[src/rtl/reg_writeback.sv]
// reg_writeback: sequences register-file updates for a request opcode
// through a three-state IDLE/WR1/WR2 FSM with registered write-port outputs.
module reg_writeback #(
  parameter int ADDR_W = 13
) (
  input  logic              clk,
  input  logic              reset_n,
  input  logic              req_valid,
  output logic              req_ready,
  input  logic [3:0]        req_op,
  input  logic [7:0]        req_operand,
  input  logic [7:0]        pc_i,
  input  logic [7:0]        cacheptr_i,
  input  logic [7:0]        stackptr_i,
  input  logic [7:0]        headptr_i,
  input  logic [7:0]        register_i,
  output logic [ADDR_W-1:0] wa_o,
  output logic              wen_o,
  output logic [7:0]        write_data_o,
  output logic              done_o,
  output logic              err_o
);
  typedef enum logic [1:0] {IDLE, WR1, WR2} state_t;
  localparam logic [3:0] OP_CALL = 4'd9;
  state_t     r_state, w_next;
  logic [3:0] r_op;
  logic [7:0] r_operand;
  logic       w_accept, w_wen, w_err;
  logic [2:0] w_wa;
  logic [7:0] w_data;
  assign req_ready = r_state == IDLE;
  assign w_accept  = req_valid && req_ready;
  always_ff @(posedge clk or negedge reset_n)
    if (!reset_n) r_state <= IDLE;
    else r_state <= w_next;
  always_comb begin
    w_next = r_state;
    case (r_state)
      IDLE:    w_next = w_accept ? WR1 : IDLE;
      WR1:     w_next = r_op == OP_CALL ? WR2 : IDLE;
      default: w_next = IDLE;
    endcase
  end
  // Slot addresses: PC=0, cacheptr=1, stackptr=2, headptr=3, register=4
  always_comb begin
    w_wen  = 1'b1;
    w_err  = 1'b0;
    w_wa   = 3'd0;
    w_data = pc_i + 8'd1;
    case (req_op)
      4'd0:    w_wen = 1'b0;
      4'd1:    w_data = pc_i + 8'd1;
      4'd2:    w_data = req_operand;
      4'd3:    begin w_wa = 3'd3; w_data = headptr_i + 8'd1; end
      4'd4:    begin w_wa = 3'd3; w_data = headptr_i - 8'd1; end
      4'd5:    begin w_wa = 3'd2; w_data = stackptr_i - 8'd1; end
      4'd6:    begin w_wa = 3'd2; w_data = stackptr_i + 8'd1; end
      4'd7:    begin w_wa = 3'd4; w_data = req_operand; end
      4'd8:    begin w_wa = 3'd1; w_data = req_operand; end
      4'd9:    begin w_wa = 3'd4; w_data = pc_i + 8'd1; end
      default: begin w_wen = 1'b0; w_err = 1'b1; end
    endcase
  end
  // Write port registers; address/data hold whenever no write is issued
  always_ff @(posedge clk or negedge reset_n)
    if (!reset_n) begin
      wen_o        <= 1'b0;
      done_o       <= 1'b0;
      err_o        <= 1'b0;
      wa_o         <= '0;
      write_data_o <= '0;
      r_op         <= '0;
      r_operand    <= '0;
    end else begin
      wen_o  <= 1'b0;
      done_o <= 1'b0;
      err_o  <= 1'b0;
      if (w_accept) begin
        wen_o     <= w_wen;
        done_o    <= req_op != OP_CALL;
        err_o     <= w_err;
        r_op      <= req_op;
        r_operand <= req_operand;
        if (w_wen) begin
          wa_o         <= ADDR_W'(w_wa);
          write_data_o <= w_data;
        end
      end else if (r_state == WR1 && r_op == OP_CALL) begin
        wen_o        <= 1'b1;
        done_o       <= 1'b1;
        wa_o         <= '0;
        write_data_o <= r_operand;
      end
    end
endmodule
[config.mk]
export PLATFORM = sky130hd
export DESIGN_NAME = reg_writeback
export DESIGN_NICKNAME = d
export VERILOG_FILES = /design/src/rtl/reg_writeback.sv
export SDC_FILE = /design/constraint.sdc
export NUM_CORES = 1
export LEC_CHECK = 0
export CORE_MARGIN = 3
export CORE_UTILIZATION = 40
export CTS_BUF_LIST = sky130_fd_sc_hd__clkbuf_8
export DETAILED_ROUTE_END_ITERATION = 8
export PLACE_DENSITY = 0.72
export SKIP_LAST_GASP = 1
export SLEW_MARGIN = 15
export SYNTH_ARGS = -nofsm -noshare
export SYNTH_HDL_FRONTEND = slang
export SYNTH_SLANG_ARGS = --single-unit
[constraint.sdc]
create_clock -name clk -period 5.9 [get_ports clk]
set_clock_uncertainty 0.1 [all_clocks]
set_input_delay 1.475 -clock clk [delete_from_list [all_inputs] [get_ports clk]]
set_output_delay 1.475 -clock clk [all_outputs]
set_load 0.02 [all_outputs]
==> results.md, run 1 <==
Layout:
- The synthesis-to-finish area growth is 23.5%.
- The net count reported at finish is 408.
- The antenna diode count is 0.
- Leaving out fill and tap cells, the most frequent cells in the layout are 54 x sky130_fd_sc_hd__nand2_1, 53 x sky130_fd_sc_hd__clkdlybuf4s50_1, 28 x sky130_fd_sc_hd__dfrtp_1.
- The most common cell after layout, fill and taps aside is sky130_fd_sc_hd__nand2_1.
- The final-layout fill cell count is 562.
- The ratio of cells with drive above 1 in the final layout is 3.43%.

Timing:
- Setup repair after global routing left no endpoint under its margin.
- The share of the cycle needed by the critical path after routing is 74.9%.
- For the pin with the worst max-slew slack, the measured transition is 0.911 ns.
- The smallest setup slack after layout is 1.48 ns.
- In the final timing run, aggregate negative setup slack is 0 ns.
- The fmax is 226 MHz.
- The worst slew margin relative to its limit is 39.1%.
- The count of final max-slew check failures was 0.
- The smallest clock period supported by the final layout is computed as 4.42 ns.
- The final number of hold-violating endpoints is 0.
- The final-report setup violation count is 0.

Routing:
- Once detail routing completed, the nets flagged for antenna violations numbered 0.
- The detailed router finished its first iteration with 260 violations.
- In the routed layout, each cell is associated on average with a via count of 5.85.
- The routed layout has 2468 vias.
- After detailed routing, the number of remaining DRC violations is 0.
- In the final routed layout, each cell accounts on average for 15.7 µm.
- Wires add up to 6620 µm.
- The number of detailed-routing iterations run before antenna repair is 6.

CTS:
- The post-CTS clock slew at the launch and capture registers of the worst setup and hold paths is 0.10 ns.
- The setup fix buffers added after clock tree synthesis is 0.
- Clock latency on the worst-skew pair, taken at its later pin, is 0.27 ns.
- The hold-fix buffer count after cts is 0.
- TritonCTS built the clock tree.
- The clock sink total is 28.
- Counting the buffers created by CTS gives 3.
- The quantity of gates resized following cts is 0.
- In this run the number of H-tree levels came out at 1.
- In this run the deepest clock path goes through 2 buffers.
- In this run the clock root is driven by a sky130_fd_sc_hd__clkbuf_8.

Hold path:
- The type of the most critical hold path is register to register.
- The hold path startpoint is r_operand[0]$_DFFE_PN0P_.
- Along the worst hold path, the cell count comes to 2.
- For hold timing, the worst endpoint is r_operand[0]$_DFFE_PN0P_.

Power and ir drop:
- In this run the power density over the cells is 212 nW/µm².
- VDD sags by at most 0.0000997 V.
- In this run the static leakage power is 1.24 nW.
- The total power draw is 0.000624 W.

Placed design:
- At the end of routability-driven placement, the weighted congestion stood at 0.896.
- The worst slack after detailed placement is 1.22 ns.
- The number of input and output port buffers inserted is 53.
- The sum of net half-perimeters after detailed placement is 5090 µm.

Die:
- The number of I/O pins is 80.
- The area of the placeable core is 5640 µm².
- From left edge to right edge, the die measures 83.2 µm.
- The initial core utilization is 42.2%.
- From bottom edge to top edge, the die measures 83.2 µm.
- The full die area is 6920 µm².
- The floorplan has 27 rows.

Logic synthesis:
- Synthesis instantiated 59 different standard cells from the library.
- The register area share after synthesis is 29.4%.
- The most instantiated flip-flop cell in the synthesis netlist is sky130_fd_sc_hd__dfrtp_1.
- The share of synthesized registers carrying an async set or reset is 100%.
- The synthesized design contains 0 enable-type register cells.
- The cell area that synthesis handed to floorplanning was 2380 µm².
- The register bit count reported by yosys is 28.
- Each instance of the synthesized netlist takes up on average 7.71 µm².
- The number of warnings printed during yosys synthesis is 0.
- The count of mapped cells out of synthesis is 309.

Outcome:
- The flow ran to the end, and the final reports show no timing, DRC or antenna violations.

Worst setup path:
- The worst setup path is launched from a primary input.
- The worst-path cell with the longest stage delay is sky130_fd_sc_hd__clkdlybuf4s50_1.
- The type of element capturing the critical path is a register.
- Traced cell by cell, the critical path runs through clkdlybuf4s50_1 > and2b_1 > o21ai_1 > a222oi_1 > nand4_1 > or4b_1 > nand2_1.
- Data arrives at the worst endpoint at 4.54 ns.
- In this design, the stage delay of the slowest critical-path cell is 0.88 ns.
- The cell count of the worst reg-to-reg path is 7.
- The startpoint identified for the worst register-to-register timing path is r_state[1]$_DFF_PN0_.
- The kind of critical path is primary input to register.
- The endpoint identified for the worst register-to-register timing path is write_data_o[5]$_DFFE_PN0P_.
- The largest driver fanout on the critical path is 26.
- The required time at the worst-slack endpoint is 6.02 ns.
- For flop-to-flop paths, the worst setup slack is 3.14 ns.

Global routing:
- The via count of the first global-routing pass is 2290.
- The aggregate global routing overflow is 0.
- The number of antenna violations at the first check in global routing is 0.
- In the global route stage, overall resource usage came out at 19.1%.
- The first global-routing pass estimated 11200 µm of wire.
- Entering global routing, the biggest net connects 30 pins.

Run:
- The tool flagged a number of max-cap violations equal to 0.
==> routing by layer <==
layer	track usage (%)	vias to the layer above	routed length [µm]
li1	-	1193	-
met1	26.7	1155	3010
met2	30.9	110	3090
met3	1.79	10	397
met4	6.24	0	123
met5	0	-	0
==> worst max-delay path: cells and delay by family <==
family | cells | cell delay [ns]
buf+inv | 1 | 0.88
compound gates | 2 | 0.79
simple gates | 4 | 1.38
==> worst max-delay path by stage <==
stage / end / start / cells past startpoint
after floorplan: write_data_o[1]$_DFFE_PN0P_ / req_op[3] / 8
after global placement: write_data_o[5]$_DFFE_PN0P_ / req_op[3] / 7
after detailed placement: write_data_o[5]$_DFFE_PN0P_ / req_op[3] / 7
after CTS: write_data_o[5]$_DFFE_PN0P_ / req_op[3] / 7
after global routing: write_data_o[5]$_DFFE_PN0P_ / req_op[3] / 7
final: write_data_o[5]$_DFFE_PN0P_ / req_op[3] / 7
==> cell type report <==
| class | instances | area [µm²] | share of cell area [%] |
|---|---|---|---|
| timing repair buffer | 57 | 561 | 19.0 |
| tap | 72 | 90.1 | 3.06 |
| clock buffer | 4 | 55.1 | 1.87 |
| multi-input combinational | 253 | 1510 | 51.2 |
| sequential | 28 | 701 | 23.8 |
| inverter | 8 | 30.0 | 1.02 |
==> through the flow <==
stage | area [µm²] | hold slack (ns) | util [%] | instances
floorplan | 2420 | 0.333 | - | 318
global placement | 2890 | 0.346 | 51.2 | 418
detailed placement | 2890 | 0.351 | 51.2 | 418
CTS | 2940 | 0.373 | 52.2 | 422
global route | 2940 | 0.399 | 52.2 | 422
finish | 2940 | 0.370 | 52.2 | 422
==> report_power, final <==
part / leakage, nW / switching (W) / internal [W]
clock network: 0.0288 / 0.0000574 / 0.0000597
logic: 0.863 / 0.000141 / 0.000119
registers: 0.344 / 0.0000196 / 0.000227
total: 1.24 / 0.000218 / 0.000406
==> kinds of logic (layout without fill, tap and decap cells) <==
kind of cell	count (synthesis)	after routing	share of synthesized area [%]
flip-flops	28	28	29.4
XOR/XNOR	10	10	3.67
AND/OR/NAND/NOR	150	150	33.8
AO/OA/AOI/OAI	77	77	21.5
buffers and inverters	37	69	8.77
multiplexers	4	4	1.68
adder cells (fa/ha/maj)	2	2	1.05
other	1	10	0.157
==> registers in the layout, indices dropped and copies added (netlist names) <==
name	count
done_o	1
err_o	1
r_op	4
r_operand	8
r_state	2
wa_o	3
wen_o	1
write_data_o	8
==> Yosys cell counts (5+ instances only) <==
library cell | instances | share of area [%]
sky130_fd_sc_hd__and2_1 | 6 | 1.6
sky130_fd_sc_hd__and3_1 | 6 | 1.6
sky130_fd_sc_hd__and3b_1 | 5 | 1.8
sky130_fd_sc_hd__buf_2 | 8 | 1.7
sky130_fd_sc_hd__buf_4 | 12 | 3.8
sky130_fd_sc_hd__clkbuf_1 | 7 | 1.1
sky130_fd_sc_hd__dfrtp_1 | 28 | 29
sky130_fd_sc_hd__inv_1 | 7 | 1.1
sky130_fd_sc_hd__nand2_1 | 54 | 8.5
sky130_fd_sc_hd__nand2b_1 | 5 | 1.3
sky130_fd_sc_hd__nand3_1 | 11 | 2.3
sky130_fd_sc_hd__nor2_1 | 21 | 3.3
sky130_fd_sc_hd__nor3_1 | 6 | 1.3
sky130_fd_sc_hd__nor4bb_1 | 6 | 2.5
sky130_fd_sc_hd__o21ai_0 | 27 | 5.7
sky130_fd_sc_hd__o21ai_1 | 7 | 1.5
sky130_fd_sc_hd__o31ai_1 | 5 | 1.6
sky130_fd_sc_hd__xnor2_1 | 8 | 2.9
(Power assumes the default switching activity.)
==> run 2: changes to the inputs <==
Settings changed: PLACE_DENSITY 0.72 to 0.74.
Clock period 5.9 ns to 3.6 ns, I/O delays scaled along.
==> run 2 against run 1 <==
Utilization rose by 2.1 points. Final cell count rose by 3.1%. Via count barely moved. Global-route usage fell by 0.17 points. Worst hold slack improved by 0.0034 ns. Non-clock buffer count rose by 14. Register-to-register slack got worse by 1.8 ns. Highest routed layer unchanged.
==> results.md, run 2 (synthesis results as in run 1) <==
Global routing:
- The largest net degree at the start of global routing is 43 (+43%).
- The via count of the first global-routing pass is 2293 (+0.13%).
- The aggregate global routing overflow is 0 (unchanged).
- The number of antenna violations at the first check in global routing was 0 (unchanged).
- The total global routing track utilization came to 18.9% (-0.17 points).
- The global-route wire length before repair came to 11200 µm (about the same).

Routing:
- The violation count after the first detailed-route iteration is 185 (-29%).
- The via total after detailed routing is 2466 (-0.081%).
- The post-detailed-route count of antenna-violating nets is 0 (unchanged).
- The DRC violation count after routing is 0 (unchanged).
- The post-detailed-route via-to-cell ratio is 5.67 (-3.1%).
- The post-detailed-route wirelength per cell is 15.2 µm (-3.1%).
- The number of detailed-routing iterations run before antenna repair came to 5 (-1).
- The detailed-route wire length came to 6620 µm (about the same).

Die:
- The width of the die is 83.2 µm (unchanged).
- The full die area was 6920 µm² (unchanged).
- The die height is 83.2 µm (unchanged).
- The number of rows in the core area came to 27 (unchanged).
- The initial core utilization is 42.2% (unchanged).
- The number of I/O pins was 80 (unchanged).
- The area of the placeable core is 5640 µm² (unchanged).

Timing:
- The aggregate negative setup slack is 0 ns (unchanged).
- The final number of hold-violating endpoints came to 0 (unchanged).
- Setup repair after global routing left no endpoint under its margin.
- The share of the cycle needed by the critical path after routing is 88.2%.
- The tightest hold margin is 0.374 ns (+0.00345 ns).
- For the finished layout, the period the worst path requires is 3.18 ns.
- The count of final max-slew check failures is 0 (unchanged).
- The final-report setup violation count came to 0 (unchanged).
- The fmax is 315 MHz.

Run:
- The total of max-cap violations is 0 (unchanged).

CTS:
- The number of clock buffers inserted by TritonCTS is 3 (unchanged).
- The maximum clock path buffer count is 2 (unchanged).
- The post-CTS clock slew at the launch and capture registers of the worst setup and hold paths is 0.09 ns (about the same).
- The quantity of gates resized following cts was 0 (unchanged).
- The clock root buffer is sky130_fd_sc_hd__clkbuf_8.
- The clock sink total is 28 (unchanged).
- The H-tree level count was 1 (unchanged).
- The setup fix buffers added after clock tree synthesis is 0 (unchanged).
- The clock latency on the worst-skew pair is 0.27 ns (about the same).
- TritonCTS built the clock tree.
- The hold-fix buffer count after cts is 0 (unchanged).

Worst setup path:
- The worst setup path is launched from a primary input.
- The cell count of the worst reg-to-reg path was 7 (unchanged).
- The arrival time of data at the critical path endpoint is 3.28 ns (-1.26 ns).
- The required time at the worst-slack endpoint is 3.70 ns (-2.32 ns).
- By startpoint and endpoint, the worst setup path is classified as primary input to register.
- The largest driver fanout on the critical path is 10 (-62%).
- STA classifies the critical path endpoint as a register.

Outcome:
- The run finished with clean final reports.

Power and ir drop:
- The power per unit of standard cell area is 331 nW/µm² (+56%).
- The worst vdd rail ir drop is 0.000205 V (+110%).
- The static leakage is 1.31 nW (+5.7%).
- The total power draw is 0.00101 W (+62%).

Layout:
- The ratio of cells with drive above 1 in the final layout is 6.89% (+3.5 points).
- The antenna diode count came to 0 (unchanged).
- Relative to the synthesized area, the layout overhead comes to 28.4%.
- In the layout the commonest cells are 54 x sky130_fd_sc_hd__nand2_1, 53 x sky130_fd_sc_hd__clkdlybuf4s50_1, 28 x sky130_fd_sc_hd__dfrtp_1.
- In the final layout, the registers with the most flip-flops are r_operand x8, write_data_o x8, r_op x4.
- The net count reported at finish is 422 (+3.4%).
- The end-of-flow core utilization is 54.2% (+2.1 points).
- The most common cell after layout, fill and taps aside is sky130_fd_sc_hd__nand2_1.

Hold path:
- The type of the most critical hold path is register to register.
- The number of instances on the worst hold path is 2 (unchanged).

Placed design:
- The sum of net half-perimeters after detailed placement is 5190 µm (+1.9%).
- The number of input and output port buffers inserted was 53 (unchanged).
- The weighted congestion reported at the end of routability-driven placement came to 0.887 (-1.0%).
[run 2: changes by cell type in the layout (fill, tap and decap cells not counted)]
cell / before / now
sky130_fd_sc_hd__buf_4: 4 / 16
sky130_fd_sc_hd__buf_12: 0 / 2
sky130_fd_sc_hd__clkbuf_8: 4 / 3
[run 2: report_power, final]
group          leakage (nW)  total [W]  switching (W)  internal [W]
Clock                0.0216   0.000166      0.0000906     0.0000750
Sequential            0.344   0.000405      0.0000326      0.000373
Combinational         0.940   0.000443       0.000233      0.000210
[run 2: metal layers]
metal	wire length (µm)	GRT usage, %
met1	2960	26.5
met2	3130	31.0
met3	460	3.08
met4	65	3.27
met5	0	0
[run 2: worst max-delay path, cell delays in order]
cell,delay [ns]
sky130_fd_sc_hd__clkdlybuf4s50_1,0.60
sky130_fd_sc_hd__nand2b_1,0.33
sky130_fd_sc_hd__o21ai_0,0.20
sky130_fd_sc_hd__nand3_1,0.20
sky130_fd_sc_hd__ha_1,0.30
sky130_fd_sc_hd__and4_1,0.16
sky130_fd_sc_hd__o311ai_1,0.34
sky130_fd_sc_hd__o21ai_1,0.12
sky130_fd_sc_hd__o21ai_1,0.12
[run 2: through the flow]
| stage | instance area, µm² | worst slack (ns) | cells |
|---|---|---|---|
| floorplan | 2420 | 1.01 | 318 |
| global placement | 3020 | 0.199 | 432 |
| detailed placement | 3020 | 0.173 | 432 |
| CTS | 3060 | 0.470 | 435 |
| global route | 3060 | 0.259 | 435 |
| finish | 3060 | 0.424 | 435 |
[run 2: path summary, 6_finish.rpt]
| kind | start | to | slack [ns] |
|---|---|---|---|
| worst min register to register | r_op[0]$_DFFE_PN0P_ | r_op[0]$_DFFE_PN0P_ | 0.37 |
| worst min-delay path | r_op[0]$_DFFE_PN0P_ | r_op[0]$_DFFE_PN0P_ | 0.37 |
| min in group asynchronous | reset_n | done_o$_DFF_PN0_ | 0.90 |
| worst max-delay path | req_op[3] | write_data_o[2]$_DFFE_PN0P_ | 0.42 |
| worst max register to register | r_state[1]$_DFF_PN0_ | write_data_o[5]$_DFFE_PN0P_ | 1.32 |
| max in group asynchronous | reset_n | write_data_o[0]$_DFFE_PN0P_ | 2.23 |
[run 2: final cells by class]
class                   instances  area, µm²
fillers                       542       2580
well taps                      72       90.1
multi-input cells             253       1510
clock buffers                   3       41.3
inverters                       8       30.0
flip-flops and latches         28        701
repair buffers                 71        691
==> run 3: changes to the inputs <==
Settings changed: CORE_MARGIN 3 to default.
==> run 3 against run 2 <==
Final cell count grew 0.69%. Die area shrank 9.4%. Global-route usage grew 3.3 points. Routed wire length grew 0.42%. Combinational power is essentially flat. Worst setup slack gained 0.046 ns. Register-to-register slack gained 0.08 ns. Clock power grew 14%. Clock-buffer cell count grew 1. Sequential cell count is the same. Critical path type unchanged. Largest cell class unchanged.
==> results.md, run 3 (synthesis results as in run 1) <==
Timing:
- The final-report setup violation count is 0 (unchanged).
- The share of the cycle needed by the critical path after routing is 87.0% (-1.3 points).
- The aggregate negative setup slack is 0 ns (unchanged).
- The count of final max-slew check failures came to 0 (unchanged).
- The fmax is 319 MHz (+1.5%).
- The tightest hold margin is 0.369 ns (-0.00491 ns).
- Setup repair after global routing left no endpoint under its margin.
- The final period demand of the worst path is 3.13 ns (-0.0460 ns).
- The final number of hold-violating endpoints is 0 (unchanged).
- The smallest setup slack after layout is 0.470 ns (+0.0460 ns).

Worst setup path:
- The kind of critical path is primary input to register.
- The biggest cell delay along the critical path is 0.53 ns (-0.07 ns).
- The signal on the critical path passes through clkdlybuf4s50_1 > buf_4 > and3b_1 > o21ai_1 > a222oi_1 > buf_4 > nand4_1 > or4b_1 > nand2_1.
- The arrival time of data at the critical path endpoint is 3.24 ns (-0.04 ns).
- The largest driver fanout on the critical path is 13 (+3).
- By instance count, the cell type seen most on the critical path is sky130_fd_sc_hd__buf_4.
- The startpoint class of the critical path is a primary input.
- The required time at the worst-slack endpoint is 3.71 ns (about the same).
- The timing startpoint of the critical path is req_op[2].
- The worst register-to-register path begins at r_state[1]$_DFF_PN0_.
- STA classifies the critical path endpoint as a register.
- On the critical path, the stage with the largest delay is an instance of sky130_fd_sc_hd__clkdlybuf4s50_1.

CTS:
- The clock latency on the worst-skew pair is 0.27 ns (about the same).
- The clock tree from TritonCTS is built.
- The quantity of gates resized following cts is 0 (unchanged).
- The number of clock buffers inserted by TritonCTS came to 3 (unchanged).
- The maximum clock path buffer count was 2 (unchanged).
- The clock sink total is 28 (unchanged).
- The H-tree level count is 1 (unchanged).
- The setup fix buffers added after clock tree synthesis is 0 (unchanged).
- The clock root buffer is sky130_fd_sc_hd__clkbuf_8.
- The post-CTS clock slew at the launch and capture registers of the worst setup and hold paths is 0.09 ns (about the same).
- The hold-fix buffer count after cts came to 0 (unchanged).

Placed design:
- The placed standard-cell area is 3020 µm² (about the same).
- The sum of net half-perimeters after detailed placement is 5290 µm (+2.0%).
- The number of input and output port buffers inserted came to 53 (unchanged).
- The weighted congestion reported at the end of routability-driven placement is 0.883 (-0.42%).
- The worst slack after detailed placement was 0.204 ns (+0.0316 ns).

Power and ir drop:
- The part of the power in registers is 38.9% (-1.1 points).
- The worst vdd rail ir drop is 0.000207 V (+0.73%).
- The total power draw is 0.00104 W (+2.3%).
- The power dissipated by switching net loads is 0.000356 W (about the same).
- The total internal power is 0.000681 W (+3.5%).
- The share of power burned in combinational logic came to 42.9% (-0.8 points).
- The relative contribution of the clock network to total power came to 18.2% (+1.9 points).
- The power per unit of standard cell area is 337 nW/µm² (+1.7%).
- The switching share of power was 34.3% (-0.78 points).
- The static leakage is 1.32 nW (+0.96%).

Outcome:
- The run finished with clean final reports.

Layout:
- The antenna diode count is 0 (unchanged).
- The ratio of cells with drive above 1 in the final layout is 7.65% (+0.76 points).
- The synthesis-to-finish area growth is 29.1%.
- The net count reported at finish is 424 (+0.47%).
- In the final layout, the registers with the most flip-flops are r_operand x8, write_data_o x8, r_op x4.
- The final-layout fill cell count was 561 (+3.5%).
- The register cell area after layout is 701 µm² (unchanged).
- The total non-filler cell area in the finished layout came to 3080 µm² (+0.53%).
- The most common cell after layout, fill and taps aside is sky130_fd_sc_hd__nand2_1.
- The area used by multi-input combinational logic is 1510 µm² (unchanged).
- In the layout the commonest cells are 54 x sky130_fd_sc_hd__nand2_1, 53 x sky130_fd_sc_hd__clkdlybuf4s50_1, 28 x sky130_fd_sc_hd__dfrtp_1.

Routing:
- The number of detailed-routing iterations run before antenna repair is 5 (unchanged).
- The post-detailed-route wirelength per cell is 15.2 µm (-0.26%).
- The post-detailed-route via-to-cell ratio is 5.71 (+0.64%).
- The violation count after the first detailed-route iteration is 197 (+6.5%).
- The detailed-route wire length is 6650 µm (+0.42%).
- The via total after detailed routing came to 2499 (+1.3%).
- The DRC violation count after routing was 0 (unchanged).
- The post-detailed-route count of antenna-violating nets is 0 (unchanged).

Hold path:
- The startpoint identified for the worst hold timing path is r_operand[0]$_DFFE_PN0P_.
- The type of the most critical hold path is register to register.

Die:
- The number of I/O pins is 80 (unchanged).
- The area of the placeable core is 5610 µm² (-0.60%).
- The initial core utilization is 42.5% (+0.25 points).
- The die height came to 79.2 µm (-4.8%).
- The full die area came to 6270 µm² (-9.4%).
- The number of rows in the core area came to 27 (unchanged).
- The width of the die is 79.2 µm (-4.8%).

Global routing:
- The number of antenna violations at the first check in global routing came to 0 (unchanged).
- The global-route wire length before repair is 11000 µm (-1.7%).
- The via count of the first global-routing pass came to 2228 (-2.8%).
- The aggregate global routing overflow is 0 (unchanged).
- The total global routing track utilization is 22.2% (+3.3 points).
- The largest net degree at the start of global routing is 36 (-16%).

Run:
- The total of max-cap violations is 0 (unchanged).
## run 3: cell count changes in the layout (fill, tap and decap cells not counted), sizes merged
cell / previous run / this run
buf: 18 / 20
clkbuf: 3 / 4
## run 3: metal layers
layer | part of all wire (%) | vias to the layer above | GRT usage, %
met2 | 46 | 111 | 35.4
met1 | 47 | 1158 | 31.7
met3 | 6.1 | 10 | 1.49
met5 | 0 | - | 0
li1 | - | 1220 | -
met4 | 1.4 | 0 | 7.09
## run 3: power groups by stage
stage	Clock, W	Combinational, W	Sequential (W)
6_report	0.000189	0.000444	0.000404
5_1_grt	0.000208	0.000485	0.000410
4_1_cts	0.000192	0.000444	0.000404
3_5_place_dp	0	0.000443	0.000411
3_3_place_gp	0	0.000438	0.000409
2_1_floorplan	0	0.000209	0.000451
## run 3: path summary, 6_finish.rpt
kind,cells after the start,slack [ns],end
max,9,0.47,write_data_o[5]$_DFFE_PN0P_
min,2,0.37,r_operand[0]$_DFFE_PN0P_
max reg2reg,7,1.40,write_data_o[5]$_DFFE_PN0P_
min reg2reg,2,0.37,r_operand[0]$_DFFE_PN0P_
max in group asynchronous,2,2.24,r_operand[7]$_DFFE_PN0P_
min in group asynchronous,2,0.89,r_op[3]$_DFFE_PN0P_
## run 3: critical path: cells and delay by family
family	cells	cell delay (ns)
buf+inv	3	0.96
compound gates	2	0.46
simple gates	4	0.91
## run 3: area by class of cell
class / count / area share [%]
clock buffers: 4 / 1.79
flip-flops and latches: 28 / 22.8
multi-input cells: 253 / 49.0
inverters: 8 / 0.976
well taps: 72 / 2.93
repair buffers: 73 / 22.5
## run 3: through the flow
stage / utilization, % / instances
finish: 54.9 / 438
global route: 54.9 / 438
CTS: 54.9 / 438
detailed placement: 53.9 / 434
global placement: 53.9 / 434
floorplan: - / 318
